## src/rtl/led_row_fifo_wr_if.sv

```systemverilog
// Row handshake bundle for the LED row FIFO writer.
// Upstream (master) offers row_data/row_idx; the writer (slave) drives row_ready.
interface led_row_fifo_wr_if #(
  parameter int PIX_W = 24,
  parameter int PIX_N = 40,
  parameter int IDX_W = 6
);
  logic                   row_valid;
  logic                   row_ready;
  logic [PIX_W*PIX_N-1:0] row_data;
  logic [IDX_W-1:0]       row_idx;

  modport master (
    output row_valid,
    output row_data,
    output row_idx,
    input  row_ready
  );

  modport slave (
    input  row_valid,
    input  row_data,
    input  row_idx,
    output row_ready
  );
endinterface

```

## src/rtl/led_row_fifo_wr.sv

```systemverilog
// LED row FIFO writer: takes a whole row of pixels over a valid/ready
// bundle (row), serializes it LSB-pixel-first into a 24-bit FIFO
// (fifo_full/fifo_wr_en/fifo_din), then idles GAP_CYC cycles so the
// FIFO drains to empty between rows. Status: cur_idx, busy, row_done.
// Clock rd_clk, async active-low reset rst_n.
// Optional macro LED_TEST_PATTERN_EN adds test_mode: rows are replaced
// by the pattern {2'b00, cur_idx, pixel number, 8'h80}.
module led_row_fifo_wr #(
  parameter int PIX_W   = 24,
  parameter int PIX_N   = 40,
  parameter int IDX_W   = 6,
  parameter int GAP_CYC = 4
) (
  input  logic             rd_clk,
  input  logic             rst_n,
  led_row_fifo_wr_if.slave row,
  input  logic             fifo_full,
  output logic             fifo_wr_en,
  output logic [PIX_W-1:0] fifo_din,
  output logic [IDX_W-1:0] cur_idx,
  output logic             busy,
  output logic             row_done
`ifdef LED_TEST_PATTERN_EN
  ,
  input  logic             test_mode
`endif
);

  localparam int CNT_W = $clog2(PIX_N);
  localparam int GAP_W = $clog2(GAP_CYC + 1);

  typedef enum logic [1:0] {
    IDLE,
    SEND,
    GAP
  } state_t;

  state_t           state;
  logic [CNT_W-1:0] pix_cnt;
  logic [GAP_W-1:0] gap_cnt;
  logic [PIX_W-1:0] shadow [PIX_N];

  logic st_idle;
  logic st_send;
  logic st_gap;
  logic last_pix;
  logic last_gap;

  assign st_idle  = (state == IDLE);
  assign st_send  = (state == SEND);
  assign st_gap   = (state == GAP);
  assign last_pix = (pix_cnt == CNT_W'(PIX_N - 1));
  assign last_gap = (gap_cnt == GAP_W'(GAP_CYC - 1));

  assign row.row_ready = st_idle;
  assign busy          = ~st_idle;
  assign row_done      = st_gap & last_gap;
  // rst_n gate keeps the strobe low from the instant reset asserts
  assign fifo_wr_en    = st_send & ~fifo_full & rst_n;

`ifdef LED_TEST_PATTERN_EN
  logic tm_q;

  always_ff @(posedge rd_clk or negedge rst_n) begin
    if (!rst_n) begin
      tm_q <= 1'b0;
    end else if (st_idle && row.row_valid) begin
      tm_q <= test_mode;
    end
  end

  always_comb begin
    fifo_din = shadow[pix_cnt];
    if (tm_q) begin
      fifo_din = PIX_W'({2'b00, cur_idx,
                         8'(pix_cnt), 8'h80});
    end
  end
`else
  // Purely registered source: stable while fifo_full stalls
  always_comb begin
    fifo_din = shadow[pix_cnt];
  end
`endif

  always_ff @(posedge rd_clk or negedge rst_n) begin
    if (!rst_n) begin
      state   <= IDLE;
      pix_cnt <= '0;
      gap_cnt <= '0;
      cur_idx <= '0;
      for (int k = 0; k < PIX_N; k++) begin
        shadow[k] <= '0;
      end
    end else begin
      unique case (1'b1)
        st_idle: begin
          if (row.row_valid) begin
            for (int k = 0; k < PIX_N; k++) begin
              shadow[k] <= row.row_data[k*PIX_W +: PIX_W];
            end
            cur_idx <= row.row_idx;
            pix_cnt <= '0;
            state   <= SEND;
          end
        end
        st_send: begin
          if (fifo_wr_en) begin
            if (last_pix) begin
              pix_cnt <= '0;
              gap_cnt <= '0;
              state   <= GAP;
            end else begin
              pix_cnt <= pix_cnt + 1'b1;
            end
          end
        end
        st_gap: begin
          if (last_gap) begin
            state <= IDLE;
          end else begin
            gap_cnt <= gap_cnt + 1'b1;
          end
        end
        default: begin
          state <= IDLE;
        end
      endcase
    end
  end

endmodule

```

## src/flat_wrapper.sv

```systemverilog
// flat-port wrapper written by rule: the top's interface ports become plain ports
module led_row_fifo_wr_flat 
#(
  parameter int PIX_W   = 24,
  parameter int PIX_N   = 40,
  parameter int IDX_W   = 6,
  parameter int GAP_CYC = 4
)
  (rd_clk, rst_n, fifo_full, fifo_wr_en, fifo_din, cur_idx, busy, row_done, row_row_valid, row_row_data, row_row_idx, row_row_ready);
  led_row_fifo_wr_if #(.PIX_W(PIX_W), .PIX_N(PIX_N), .IDX_W(IDX_W)) row_i ();
  input  logic rd_clk;
  input  logic rst_n;
  input  logic fifo_full;
  output logic fifo_wr_en;
  output logic [PIX_W-1:0] fifo_din;
  output logic [IDX_W-1:0] cur_idx;
  output logic busy;
  output logic row_done;
  input wire logic [$bits(row_i.row_valid)-1:0] row_row_valid;
  input wire logic [$bits(row_i.row_data)-1:0] row_row_data;
  input wire logic [$bits(row_i.row_idx)-1:0] row_row_idx;
  output wire logic [$bits(row_i.row_ready)-1:0] row_row_ready;
  assign row_i.row_valid = row_row_valid;
  assign row_i.row_data = row_row_data;
  assign row_i.row_idx = row_row_idx;
  assign row_row_ready = row_i.row_ready;
  led_row_fifo_wr #(.PIX_W(PIX_W), .PIX_N(PIX_N), .IDX_W(IDX_W), .GAP_CYC(GAP_CYC)) u_core (.rd_clk(rd_clk), .rst_n(rst_n), .row(row_i), .fifo_full(fifo_full), .fifo_wr_en(fifo_wr_en), .fifo_din(fifo_din), .cur_idx(cur_idx), .busy(busy), .row_done(row_done));
endmodule
```

## config.mk

```make
export PLATFORM = sky130hd
export DESIGN_NAME = led_row_fifo_wr_flat
export DESIGN_NICKNAME = d
export VERILOG_FILES = /design/src/rtl/led_row_fifo_wr_if.sv /design/src/rtl/led_row_fifo_wr.sv /design/src/flat_wrapper.sv
export SDC_FILE = /design/constraint.sdc
export NUM_CORES = 2
export LEC_CHECK = 0
export BUFFER_PORTS_ARGS = -buffer_cell sky130_fd_sc_hd__buf_4
export CORE_AREA = 2 2 394 396
export DETAILED_ROUTE_END_ITERATION = 12
export DIE_AREA = 0 0 396 398
export GPL_TIMING_DRIVEN = 0
export PLACE_DENSITY = 0.46
export SYNTH_ARGS = -nofsm -noshare
export SYNTH_HDL_FRONTEND = slang
export SYNTH_SLANG_ARGS = --single-unit
```

## constraint.sdc

```tcl
create_clock -name rd_clk -period 1.95 [get_ports rd_clk]
set_input_delay 0.195 -clock rd_clk [delete_from_list [all_inputs] [get_ports rd_clk]]
set_output_delay 0.195 -clock rd_clk [all_outputs]
set_load 0.02 [all_outputs]
```

==> results.sh <==
export IMPL_status="finished, violations left"
export IMPL_violations="setup timing"
export IMPL_crit_path_max_incr_delay_ns=0.63
export IMPL_synthFlopType="dfrtp_1"
export IMPL_ios=1004
export IMPL_nFillCells=13463
export IMPL_crit_family="buffers and inverters"
export IMPL_path_max_fanout=7
export IMPL_grt_pass1_vias=38049
export IMPL_synth_seq_cells=977
export IMPL_hold_path_class="input pin to flop"
export IMPL_sequentialPowerShare=0.318
export IMPL_io_buffers=1003
export IMPL_r2r_cells=10
export IMPL_avgRoutedWirePerCell_um=32.9
export IMPL_cp_common_cell="buf_16"
export IMPL_holdWs_ns=0.186
export IMPL_max_freq_ghz=0.285
export IMPL_rsz0062_at_grt="true"
export IMPL_p_per_area_mw_per_mm2=1550
export IMPL_critical_path_depth=9
export IMPL_drt_iter0_drc=2164
export IMPL_coreArea_sq_mm=0.153
export IMPL_htree_num_levels=3
export IMPL_netlist_area_sq_mm=0.0439
export IMPL_slew_headroom=0.329
export IMPL_cap_violations=0
export IMPL_cp_slowest_cell="mux4_2"
export IMPL_async_flop_share=1.00
export IMPL_hpwl_um=171000
export IMPL_dr_pass1_iters=5
export IMPL_fin_nets=5906
export IMPL_cp_start_kind="flop"
export IMPL_fin_crit_ns=3.51
export IMPL_switching_power_mw=43.4
export IMPL_drive_gt1_frac=0.580
export IMPL_slew_viol_final=0
export IMPL_syn_nets=3688
export IMPL_drtAntennaViolNets=0
export IMPL_ys_types=44
export IMPL_grt_ovfl_total=0
export IMPL_placed_area_sq_mm=0.0546
export IMPL_area_delta_synth_final_pct=70.4
export IMPL_wl_um=234000
export IMPL_gp_congestion=0.867
export IMPL_rows=144
export IMPL_path_class="flop to output port"
export IMPL_vdd_ir_drop_max_uv=888
export IMPL_end_kind="output port"
export IMPL_p_comb_frac=0.481
export IMPL_worst_pin_slew_ns=1.01
export IMPL_p_sw_frac=0.375
export IMPL_p_int_mw=72.3
export IMPL_clock_sinks=977
export IMPL_whs_path_depth=3
export IMPL_clk_latency_ns=0.77
export IMPL_cts_tree="yes"
export IMPL_grt_antenna_before_repair=78
export IMPL_grt_pass1_wl_um=313000
export IMPL_start_util=0.286
export IMPL_hold_viol_final=0
export IMPL_critical_path_arrival_ns=3.32
export IMPL_leakage_nw=32.1
export IMPL_drc=0
export IMPL_worst_ep_required_time_ns=1.75
export IMPL_synth_edf_count=0
export IMPL_stdcell_area_sq_mm=0.0748
export IMPL_stdcell_count=7127
export IMPL_viasPerCell=4.95
export IMPL_setup_viol=548
export IMPL_dpl_cell_count=5768
export IMPL_grt_max_degree=152
export IMPL_clkPwrFrac=0.201
export IMPL_clock_skew_ns=0.0379
export IMPL_clock_path_buffers=3
export IMPL_die_height_um=398
export IMPL_yosysWarnings=0
export IMPL_clk_pin_slew_worst_paths_ns=0.06
export IMPL_post_route_period_util=1.80
export IMPL_vias=35297
export IMPL_root_buffer="clkbuf_16"
export IMPL_path_buf_inv=6
export IMPL_r2r_setup_slack_ns=-0.12
export IMPL_die_w_um=396
export IMPL_postSynthCellCount=2715
export IMPL_grt_total_usage=0.288
export IMPL_avgSynthCellArea_sq_um=16.2
export IMPL_synth_seq_area_share=0.557
export IMPL_fin_ws_ns=-1.56
export IMPL_cts_buffers_inserted=115
export IMPL_die_area_sq_mm=0.158
export IMPL_power_mw=116
export IMPL_crit_chain="buf_6 > buf_12 > buf_16 > buf_16 > buf_16 > mux4_2 > mux2i_4 > o32ai_4 > buf_6"
-- logic make-up after synthesis --
| family | after synthesis | share of synthesized area |
|---|---|---|
| buffers and inverters | 212 | 0.0250 |
| and+or+nand+nor | 83 | 0.0109 |
| muxes | 1281 | 0.376 |
| adders and majority gates | 3 | 0.000856 |
| AOI/OAI and AO/OA | 159 | 0.0299 |
| DFF | 977 | 0.557 |
-- cell usage after synthesis (3+ instances only) --
master | n | area, sq um
a211oi_1 | 24 | 180
a221oi_1 | 24 | 210
a22o_1 | 26 | 228
a22oi_1 | 24 | 180
and3_1 | 26 | 163
buf_1 | 7 | 26.3
buf_2 | 131 | 656
buf_4 | 9 | 67.6
buf_6 | 11 | 124
clkbuf_1 | 44 | 165
dfrtp_1 | 977 | 24400
ha_1 | 3 | 37.5
inv_1 | 8 | 30.0
mux2_2 | 1015 | 11400
mux2i_1 | 74 | 741
mux4_2 | 192 | 4320
nand2_1 | 26 | 97.6
nand2b_1 | 3 | 18.8
nand3_1 | 3 | 15.0
nor2_1 | 6 | 22.5
o21ai_0 | 7 | 35.0
o221ai_1 | 24 | 210
o32ai_1 | 24 | 210
-- power groups by stage --
stage	Combinational, mW	Clock [mW]	Sequential, mW
2_1_floorplan	26.4	0	34.0
3_3_place_gp	44.2	0	36.5
3_5_place_dp	44.6	0	36.6
4_1_cts	54.5	23.7	36.4
5_1_grt	57.9	24.5	37.8
6_report	55.7	23.3	36.8
-- metrics by stage --
step	TNS [ns]	utilization	setup WS (ns)
2_1_floorplan	-2.21	-	-0.126
3_3_place_gp	-	0.355	-12.54
3_5_place_dp	-1018.68	0.356	-2.04
4_1_cts	-86.49	0.481	-1.57
5_1_grt	-262.11	0.487	-1.64
6_report	-156.06	0.488	-1.56
-- cells in the final DEF (no fill, tap or decap), types with 7 or more instances in the layout --
cell type,netlist,layout
buf_4,9,1041
dfrtp_1,977,974
dlygate4sd3_1,0,969
mux2_2,1015,734
mux2_4,0,281
mux4_2,192,192
clkbuf_16,0,140
buf_6,11,90
buf_12,0,76
diode_2,0,57
mux2i_1,74,44
clkbuf_8,0,36
buf_8,2,32
buf_16,0,30
nand2_1,26,26
mux2i_4,0,25
clkbuf_1,44,23
clkinv_2,0,23
a211oi_4,0,21
a22o_1,26,17
a221oi_4,0,17
and3_2,0,15
a22oi_2,0,13
clkbuf_4,0,12
clkbuf_2,0,12
o221ai_2,0,12
o32ai_2,0,12
o32ai_4,0,12
bufinv_16,0,12
a22oi_1,24,11
o221ai_4,0,9
o21ai_0,7,7
-- layout make-up --
cell class	count	area [sq um]	area share
clock buffer	166	3390	0.0453
clock inverter	44	639	0.00855
sequential	977	24500	0.327
timing repair buffer	2126	20200	0.270
tap	2044	2560	0.0342
inverter	8	30.0	0.000402
buffer	179	2250	0.0301
antenna	57	143	0.00191
multi-input combinational	1526	21100	0.283
-- final timing paths --
kind | start | endpoint
max | u_core.pix_cnt[0]$_DFFE_PN0P_ | fifo_din[0]
min | row_row_data[838] | u_core.shadow[142]$_DFFE_PN0P_
max reg2reg | u_core.state[1]$_DFFE_PN0P_ | u_core.shadow[192]$_DFFE_PN0P_
min reg2reg | u_core.shadow[717]$_DFFE_PN0P_ | u_core.shadow[717]$_DFFE_PN0P_
max in group asynchronous | rst_n | u_core.shadow[380]$_DFFE_PN0P_
min in group asynchronous | rst_n | u_core.shadow[845]$_DFFE_PN0P_
-- state kept, by name (all words and copies together), names as in the netlist --
register and flops:
u_core.pix_cnt 6, u_core.state 2, u_core.shadow 960, u_core.cur_idx 6, u_core.gap_cnt 3
-- repair_timing --
item                                   in CTS  in global routing
pin swaps                                  43                 21
endpoints found under the hold margin    1409                179
buffers inserted                           89                 19
gates resized for setup                   857                283
setup endpoints to repair                1151                994
hold buffers                              969                  1
gates cloned                               42                 26
-- layer usage --
metal,part of all wire,vias to the layer above,global-route usage
met2,0.48,1230,0.480
li1,-,14861,-
met1,0.43,18825,0.377
met5,0.00066,-,0
met3,0.059,353,0.0625
met4,0.031,28,0.0779
-- worst register-to-register path, delay by kind of cell (launching register included) --
family / cells / cell delay, ns
AND/OR/NAND/NOR: 1 / 0.20
flip-flops: 1 / 0.41
multiplexers: 1 / 0.33
buffers and inverters: 8 / 1.02
Power figures use the tool's default switching activity.
